$ cat config.mk
export PLATFORM = sky130hd
export DESIGN_NAME = u712_chip_ram_dq_flat
export DESIGN_NICKNAME = d
export VERILOG_FILES = /design/src/rtl/u712_chip_ram_dq_if.sv /design/src/rtl/u712_chip_ram_dq.sv /design/src/flat_wrapper.sv
export SDC_FILE = /design/constraint.sdc
export NUM_CORES = 1
export LEC_CHECK = 0
export ABC_AREA = 1
export CAP_MARGIN = 20
export CORE_MARGIN = 3
export CORE_UTILIZATION = 40
export CTS_CLUSTER_DIAMETER = 80
export DETAILED_ROUTE_END_ITERATION = 12
export HOLD_SLACK_MARGIN = 0.02
export PLACE_DENSITY_LB_ADDON = 0.25
export SETUP_SLACK_MARGIN = 0.02
export SLEW_MARGIN = 0
export SYNTH_ARGS = -nofsm -noshare
export SYNTH_HDL_FRONTEND = slang
export SYNTH_SLANG_ARGS = --single-unit
$ cat constraint.sdc
create_clock -name CLK80 -period 2.41 [get_ports CLK80]
set_input_delay 0.723 -clock CLK80 [delete_from_list [all_inputs] [get_ports CLK80]]
set_output_delay 0.723 -clock CLK80 [all_outputs]
set_load 0.02 [all_outputs]
$ cat src/rtl/u712_chip_ram_dq_if.sv
// u712_chip_ram_dq_if
// Bus bundle between the U712 chip RAM controller side and the DQ/DQM stage.
//   master : controller/bench side; drives SDRAM command pins, cycle-owner
//            flags, 68040 size/address, raw Agnus CAS strobes, DMA word
//            select and the SDRAM DQ input; observes DQM and read data.
//   slave  : u712_chip_ram_dq; drives DQM, RDATA, RDATA_VALID.
interface u712_chip_ram_dq_if;
  logic        CRCSn;
  logic        RASn;
  logic        CASn;
  logic        WEn;
  logic        CPU_CYCLE;
  logic        DMA_CYCLE;
  logic [1:0]  SIZ;
  logic [1:0]  A;
  logic        CASLn;
  logic        CASUn;
  logic        DMA_WORD;
  logic [31:0] DQ_IN;
  logic [3:0]  DQM;
  logic [31:0] RDATA;
  logic        RDATA_VALID;

  modport master (
    output CRCSn, RASn, CASn, WEn, CPU_CYCLE, DMA_CYCLE, SIZ, A,
           CASLn, CASUn, DMA_WORD, DQ_IN,
    input  DQM, RDATA, RDATA_VALID
  );

  modport slave (
    input  CRCSn, RASn, CASn, WEn, CPU_CYCLE, DMA_CYCLE, SIZ, A,
           CASLn, CASUn, DMA_WORD, DQ_IN,
    output DQM, RDATA, RDATA_VALID
  );
endinterface

$ cat src/rtl/u712_chip_ram_dq.sv
// u712_chip_ram_dq
// Byte-lane mask and read-data capture stage downstream of the U712 chip RAM
// SDRAM controller. Watches the registered SDRAM command pins and cycle-owner
// flags, drives the four DQM lanes for CPU (68040) and Agnus DMA accesses and
// captures 32-bit read data CAS_LATENCY cycles after READ, with a one-cycle
// RDATA_VALID strobe.
// Ports:
//   CLK80  : system clock, all logic on the falling edge (as the controller)
//   RESETn : synchronous active-low reset, sampled on the falling edge
//   bus    : slave side of u712_chip_ram_dq_if (command pins, owner flags,
//            SIZ/A, raw CASLn/CASUn, DMA_WORD, DQ_IN in; DQM, RDATA,
//            RDATA_VALID out)
// Parameter CAS_LATENCY (2 or 3) must match the controller's mode register.
module u712_chip_ram_dq #(
  parameter int unsigned CAS_LATENCY = 2
) (
  input logic            CLK80,
  input logic            RESETn,
  u712_chip_ram_dq_if.slave bus
);

  typedef enum logic [1:0] {IDLE, ARMED, WDONE, RWAIT} state_t;

  state_t      state_q, state_d;
  logic [1:0]  cnt_q, cnt_d;
  logic [3:0]  dqm_q, dqm_d;
  logic [31:0] rdata_q;
  logic        valid_q;
  logic        capture;
  logic [1:0]  casl_sync, casu_sync;
  logic [3:0]  mask_now;
  logic        is_act, is_read, is_write, is_pre, owned;
  logic        both_hi, en_u, en_l;
  logic [31:0] lane_en;

  always_comb begin
    is_act   = ({bus.CRCSn, bus.RASn, bus.CASn, bus.WEn} == 4'b0011);
    is_read  = ({bus.CRCSn, bus.RASn, bus.CASn, bus.WEn} == 4'b0101);
    is_write = ({bus.CRCSn, bus.RASn, bus.CASn, bus.WEn} == 4'b0100);
    is_pre   = ({bus.CRCSn, bus.RASn, bus.CASn, bus.WEn} == 4'b0010);
    owned    = bus.CPU_CYCLE | bus.DMA_CYCLE;
  end

  // Agnus CAS strobes are asynchronous; only the second flop is used.
  always_ff @(negedge CLK80) begin
    if (!RESETn) begin
      casl_sync <= '1;
      casu_sync <= '1;
    end else begin
      casl_sync <= {casl_sync[0], bus.CASLn};
      casu_sync <= {casu_sync[0], bus.CASUn};
    end
  end

  // Lane mask for the access being opened; DMA ownership takes priority.
  // With both synced strobes high the whole selected word is enabled.
  always_comb begin
    both_hi  = casu_sync[1] & casl_sync[1];
    en_u     = ~casu_sync[1] | both_hi;
    en_l     = ~casl_sync[1] | both_hi;
    mask_now = '0;
    if (bus.DMA_CYCLE) begin
      mask_now = bus.DMA_WORD ? {2'b11, ~en_u, ~en_l} : {~en_u, ~en_l, 2'b11};
    end else begin
      case (bus.SIZ)
        2'b01: begin
          case (bus.A)
            2'b00:   mask_now = 4'b0111;
            2'b01:   mask_now = 4'b1011;
            2'b10:   mask_now = 4'b1101;
            default: mask_now = 4'b1110;
          endcase
        end
        2'b10:   mask_now = bus.A[1] ? 4'b1100 : 4'b0011;
        default: mask_now = '0;
      endcase
    end
  end

  always_ff @(negedge CLK80) begin
    if (!RESETn) begin
      state_q <= IDLE;
      cnt_q   <= '0;
    end else begin
      state_q <= state_d;
      cnt_q   <= cnt_d;
    end
  end

  always_comb begin
    state_d = state_q;
    cnt_d   = cnt_q;
    case (state_q)
      IDLE:  if (is_act && owned) state_d = ARMED;
      ARMED: begin
        if (is_write) begin
          state_d = WDONE;
        end else if (is_read) begin
          state_d = RWAIT;
          cnt_d   = 2'(CAS_LATENCY);
        end else if (is_pre || !owned) begin
          state_d = IDLE;
        end
      end
      WDONE: state_d = IDLE;
      RWAIT: begin
        // PRECHARGE is deliberately ignored here: the capture always completes.
        if (cnt_q == 2'd1) begin
          state_d = IDLE;
          cnt_d   = '0;
        end else begin
          cnt_d = cnt_q - 2'd1;
        end
      end
      default: state_d = IDLE;
    endcase
  end

  always_comb begin
    dqm_d   = dqm_q;
    capture = 1'b0;
    case (state_q)
      IDLE:  dqm_d = (state_d == ARMED) ? mask_now : '1;
      ARMED: if (state_d == IDLE) dqm_d = '1;
      WDONE: dqm_d = '1;
      RWAIT: begin
        if (state_d == IDLE) begin
          capture = 1'b1;
          dqm_d   = '1;
        end
      end
      default: dqm_d = '1;
    endcase
  end

  // DQM still holds the access mask on the capture edge, so it selects lanes.
  always_comb begin
    lane_en = {{8{~dqm_q[3]}}, {8{~dqm_q[2]}}, {8{~dqm_q[1]}}, {8{~dqm_q[0]}}};
  end

  always_ff @(negedge CLK80) begin
    if (!RESETn) begin
      dqm_q   <= '1;
      rdata_q <= '0;
      valid_q <= 1'b0;
    end else begin
      dqm_q   <= dqm_d;
      valid_q <= capture;
      if (capture) rdata_q <= bus.DQ_IN & lane_en;
    end
  end

  assign bus.DQM         = dqm_q;
  assign bus.RDATA       = rdata_q;
  assign bus.RDATA_VALID = valid_q;

endmodule

$ cat src/flat_wrapper.sv
// flat-port wrapper written by rule: the top's interface ports become plain ports
module u712_chip_ram_dq_flat 
#(
  parameter int unsigned CAS_LATENCY = 2
)
  (CLK80, RESETn, bus_CRCSn, bus_RASn, bus_CASn, bus_WEn, bus_CPU_CYCLE, bus_DMA_CYCLE, bus_SIZ, bus_A, bus_CASLn, bus_CASUn, bus_DMA_WORD, bus_DQ_IN, bus_DQM, bus_RDATA, bus_RDATA_VALID);
  u712_chip_ram_dq_if bus_i ();
  input logic CLK80;
  input logic RESETn;
  input wire logic [$bits(bus_i.CRCSn)-1:0] bus_CRCSn;
  input wire logic [$bits(bus_i.RASn)-1:0] bus_RASn;
  input wire logic [$bits(bus_i.CASn)-1:0] bus_CASn;
  input wire logic [$bits(bus_i.WEn)-1:0] bus_WEn;
  input wire logic [$bits(bus_i.CPU_CYCLE)-1:0] bus_CPU_CYCLE;
  input wire logic [$bits(bus_i.DMA_CYCLE)-1:0] bus_DMA_CYCLE;
  input wire logic [$bits(bus_i.SIZ)-1:0] bus_SIZ;
  input wire logic [$bits(bus_i.A)-1:0] bus_A;
  input wire logic [$bits(bus_i.CASLn)-1:0] bus_CASLn;
  input wire logic [$bits(bus_i.CASUn)-1:0] bus_CASUn;
  input wire logic [$bits(bus_i.DMA_WORD)-1:0] bus_DMA_WORD;
  input wire logic [$bits(bus_i.DQ_IN)-1:0] bus_DQ_IN;
  output wire logic [$bits(bus_i.DQM)-1:0] bus_DQM;
  output wire logic [$bits(bus_i.RDATA)-1:0] bus_RDATA;
  output wire logic [$bits(bus_i.RDATA_VALID)-1:0] bus_RDATA_VALID;
  assign bus_i.CRCSn = bus_CRCSn;
  assign bus_i.RASn = bus_RASn;
  assign bus_i.CASn = bus_CASn;
  assign bus_i.WEn = bus_WEn;
  assign bus_i.CPU_CYCLE = bus_CPU_CYCLE;
  assign bus_i.DMA_CYCLE = bus_DMA_CYCLE;
  assign bus_i.SIZ = bus_SIZ;
  assign bus_i.A = bus_A;
  assign bus_i.CASLn = bus_CASLn;
  assign bus_i.CASUn = bus_CASUn;
  assign bus_i.DMA_WORD = bus_DMA_WORD;
  assign bus_i.DQ_IN = bus_DQ_IN;
  assign bus_DQM = bus_i.DQM;
  assign bus_RDATA = bus_i.RDATA;
  assign bus_RDATA_VALID = bus_i.RDATA_VALID;
  u712_chip_ram_dq #(.CAS_LATENCY(CAS_LATENCY)) u_core (.CLK80(CLK80), .RESETn(RESETn), .bus(bus_i));
endmodule
# == After elaboration in Yosys (flattened, before gate mapping) ==
# Cells that the tools add are included.
# totals
reg_bits,45
inputBits,47
output_inout_bits,37
elab_cells,66
# op_classes
addsub,1
eq_ne,16
n_mux,20
n_bitwise,13
n_reduce_logical,9
# ops
op,n
bitwise AND 32 bit,1
case mux 4 bit (3 select lines),2
two-way mux 4 bit,5
two-way mux 2 bit,8
"== test 2 x 1 -> 1 bit, second input constant",5
"== test 2 bit, second input constant",4
"== test 4 x 2 -> 1 bit, second input constant",2
"== test 4 x 3 -> 1 bit, second input constant",2
inverter 1 bit,8
case mux 2 bit (4 select lines),1
case mux 4 bit (2 select lines),1
zero test 2 bit,3
"!= test 2 x 1 -> 1 bit, second input constant",2
case mux 2 bit (2 select lines),1
bitwise OR 1 bit,3
AND reduction 3 bit,1
two-way mux 1 bit,2
"!= test 2 bit, second input constant",1
nonzero test 2 bit,1
OR reduction 2 bit,1
"subtractor 2 x 1 -> 2 bit, second input constant",1
bitwise AND 1 bit,1
logical AND 1 bit,1
zero test 1 bit,1
logical OR 1 bit,1

# == Logic depth before layout (Yosys ltp) ==
# Gate-level depths: netlist (run 1).
# logic_depth
word_depth,10
depth_mapped,11
mapped_depth_nobuf,10

==> flow_summary_export.csv, run 1 <==
group,metric,value,unit
sta,setup_violations,78,
die,rows,26,
die,ios,84,
routing,route.vias.total,2681,
place,place_hpwl,4.16,mm
synth,ys_types,22,
pwr,net-switching-power,0.000553,W
worst_setup_path,crit_fanout,6,
pwr,comb_power_share,10.8,%
pwr,pwr-share-seq,41.5,%
sta,worst_pin_slew,0.354,ns
routing,final_antenna_net_count,0,
grt,grt_pass1_wl,11.3,mm
routing,drt-pass1-iter-count,4,
routing,drt_wl_total,7.10,mm
grt,grtUsageMet1,26.3,%
die,core,5200,um2
clock_tree,cts_buffers,5,
sta,timing_hold_violations_final,0,
sta,slew_viol_final,0,
pwr,total_power,0.00182,W
routing,drcViolationCount,0,
routing,drt-vias-per-instance,4.69,
clock_tree,htreeDepth,2,
die,start_util,42.0,%
worst_setup_path,critPathRequiredTime,1.51,ns
clock_tree,cts_sinks,45,
synth,ys_seq_area_share,41.2,%
worst_setup_path,reg2reg_slack,0.77,ns
synth,syn_area_per_cell,6.49,um2
clock_tree,clock_latency,0.37,ns
synth,ys_ff_latch,45,
worst_hold_path,min_to,"u_core.casl_sync[1]",
grt,grt_max_degree,33,
die,dieArea,6390,um2
synth,yosysTopAreaCell,"dfxtp_1",
sta,postLayoutSetupSlackWorst,-0.432,ns
worst_hold_path,hp-start,"u_core.casl_sync[0]",
synth,netlist_instances,337,
synth,ys.flop_type,"dfxtp_1",
grt,track_usage,22.2,%
worst_setup_path,worst_ep_arrival_time,1.94,ns
place,post_dp_cell_area,3340,um2
grt,use_met3,5.98,%
pwr,peakVddDrop,0.416,mV
synth,yosys.area.top_type_share,41.2,%
synth,async_reset_ff_share,0,%
die,die_x,79.9,um
pwr,pwr-share-clk,47.7,%
clock_tree,root_buffer,"clkbuf_8",
synth,synth_most_common_cell,"nand2_1",
sta,rsz0062_at_grt,"true",
place,portBuffers,83,
grt,grt-busiest-layer,"met2",
cells_and_area,area_delta_synth_final,85.6,%
synth,syn_nets,387,
worst_setup_path,reg2reg_from,"u_core.state_q[0]",
worst_setup_path,rr_endpoint,"u_core.bus.RDATA[19]",
pwr,p_int,0.00127,W
pwr,p_leak,2.30,nW
grt,grt_pass1_vias,2644,
worst_hold_path,whs_path_depth,1,
worst_setup_path,ff2ff_path_depth,9,
worst_setup_path,worstSetupPathType,"in2reg",
sta,slew-limit-headroom,76.3,%
status,violations,"setup timing",
place,place.gp.congestion,0.824,
cells_and_area,antenna_cells,0,
synth,synth_commonest_cells,"nand2_1 (96), inv_1 (56), nor2_1 (56)",
synth,synth_area_leaders,"dfxtp_1 (41%), nand2_1 (16%), nand3_1 (9.8%), inv_1 (9.6%), nor2_1 (9.6%)",
worst_hold_path,hold_path_class,"reg2reg",
status,outcome,"finished, violations left",
clock_tree,cts_tree,"done",
routing,drt_iter0_drc,94,
cells_and_area,fin_area,4060,um2
pwr,p_per_area,448,nW/um2
synth,yosys_warnings,0,
worst_setup_path,critPathLaunchType,"input pin",
grt,grt_use_met2,37.2,%
worst_setup_path,setup.worst_path.end_class,"register",
grt,gr-total-overflow,0,
clock_tree,ctsHoldBuffers,0,
clock_tree,cts_buffer_depth,2,
sta,skew,0.0155,ns
flow_run,cap_violations,0,
synth,synth_edf_count,0,
grt,antenna_found_initial,0,
die,die_y,79.9,um
routing,post_drt_wl_per_cell,12.4,um
cells_and_area,drive_gt1_share,40.4,%
synth,netlist_area,2190,um2
sta,fin_setup_tns,-26.43,ns
pwr,sw_frac_of_total,30.4,%
cells_and_area,nNetsFinal,551,
clock_tree,clk_pin_slew,0.04,ns
[per-layer routing]
| layer | share of wire, % | vias to the layer above |
|---|---|---|
| met5 | 0 | - |
| met4 | 1.2 | 0 |
| met3 | 7.0 | 11 |
| met2 | 51 | 113 |
| met1 | 40 | 1212 |
| li1 | - | 1345 |
[cells in the final DEF, fill, tap and decap left out, types with 2 or more instances in the layout]
master,n
a21oi_1,3
buf_12,4
buf_2,3
buf_4,32
buf_6,49
clkbuf_8,5
clkdlybuf4s50_1,34
clkinvlp_2,2
dfxtp_1,8
dfxtp_2,37
dlygate4sd2_1,3
inv_1,94
inv_2,2
inv_8,2
nand2_1,56
nand2_2,35
nand2_4,6
nand3_1,41
nand3_4,2
nor2_1,48
nor2_2,6
nor2_4,3
o211ai_1,3
o21ai_0,5
o21ai_1,2
or2_2,2
or2_4,2
[power by group through the flow]
stage               Combinational (W)  Clock, W  Sequential (W)
floorplan                   0.0000726  0.000116        0.000767
global placement             0.000184  0.000116        0.000767
detailed placement           0.000187  0.000116        0.000767
CTS                          0.000191  0.000879        0.000756
global route                 0.000216  0.000985        0.000754
finish                       0.000197  0.000867        0.000756
[sequential cells by signal (all words and copies together) (netlist names)]
register,count
u_core.bus.RDATA_VALID,1
u_core.casu_sync,2
u_core.bus.RDATA,32
u_core.state_q,2
u_core.casl_sync,2
u_core.cnt_q,2
u_core.bus.DQM,4
[cells by family (layout without fill, tap and decap cells)]
group / after synthesis / in the layout / synth area share (%)
and+or+nand+nor: 204 / 204 / 39.7
buffers and inverters: 71 / 236 / 13.7
DFF: 45 / 45 / 41.2
AOI/OAI and AO/OA: 14 / 14 / 3.61
adders and majority gates: 3 / 3 / 1.72
[stage by stage]
stage	utilization [%]	setup slack (ns)	cells	hold slack, ns
finish	77.9	-0.432	572	0.410
global route	77.9	-0.488	572	0.430
CTS	75.4	-0.465	570	0.417
detailed placement	64.3	-1.14	502	0.405
global placement	64.3	-1.12	502	0.395
floorplan	-	-0.371	337	0.393
[worst max-delay path: stages]
cell       delay (ns)
buf_6            0.09
buf_6            0.11
nor2_4           0.07
nand2_1          0.05
nand3_1          0.06
nand2_1          0.08
nand2_2          0.09
nand3_4          0.12
nor2_8           0.14
buf_6            0.13
clkbuf_16        0.14
nand2_1          0.05
nand2_1          0.06
[timing repair]
item	CTS	global route
hold endpoints to repair	0	0
setup buffers	14	2
setup endpoints to repair	82	82
gates cloned	3	1
gates resized for setup	322	45
pin swaps	17	6
[layout make-up]
cell class | instances | area [um2]
Clock inverter | 48 | 209
Multi-Input combinational cell | 221 | 1190
Timing Repair Buffer | 127 | 1310
Inverter | 56 | 244
Fill cell | 367 | 1150
Clock buffer | 5 | 68.8
Tap cell | 70 | 87.6
Sequential cell | 45 | 947
[worst max-delay path by stage]
stage,endpoint,startpoint,depth (start not counted)
floorplan,u_core.bus.RDATA[0],bus_RASn,10
global placement,u_core.bus.RDATA[4],bus_RASn,10
detailed placement,u_core.bus.RDATA[17],bus_RASn,10
CTS,u_core.bus.RDATA[21],bus_CRCSn,14
global route,u_core.bus.RDATA[17],bus_CRCSn,13
finish,u_core.bus.RDATA[19],bus_CRCSn,13
Power figures use the tool's default switching activity.
==> inputs of run 2 (changes only) <==
--- a/config.mk
+++ b/config.mk
@@ -14,7 +14,7 @@
 export HOLD_SLACK_MARGIN = 0.02
 export PLACE_DENSITY_LB_ADDON = 0.25
 export SETUP_SLACK_MARGIN = 0.02
-export SLEW_MARGIN = 0
+export SLEW_MARGIN = 10
 export SYNTH_ARGS = -nofsm -noshare
 export SYNTH_HDL_FRONTEND = slang
 export SYNTH_SLANG_ARGS = --single-unit
==> results of run 2 <==
Same layout as run 1: the final DEF is identical, and so are final timing and power.
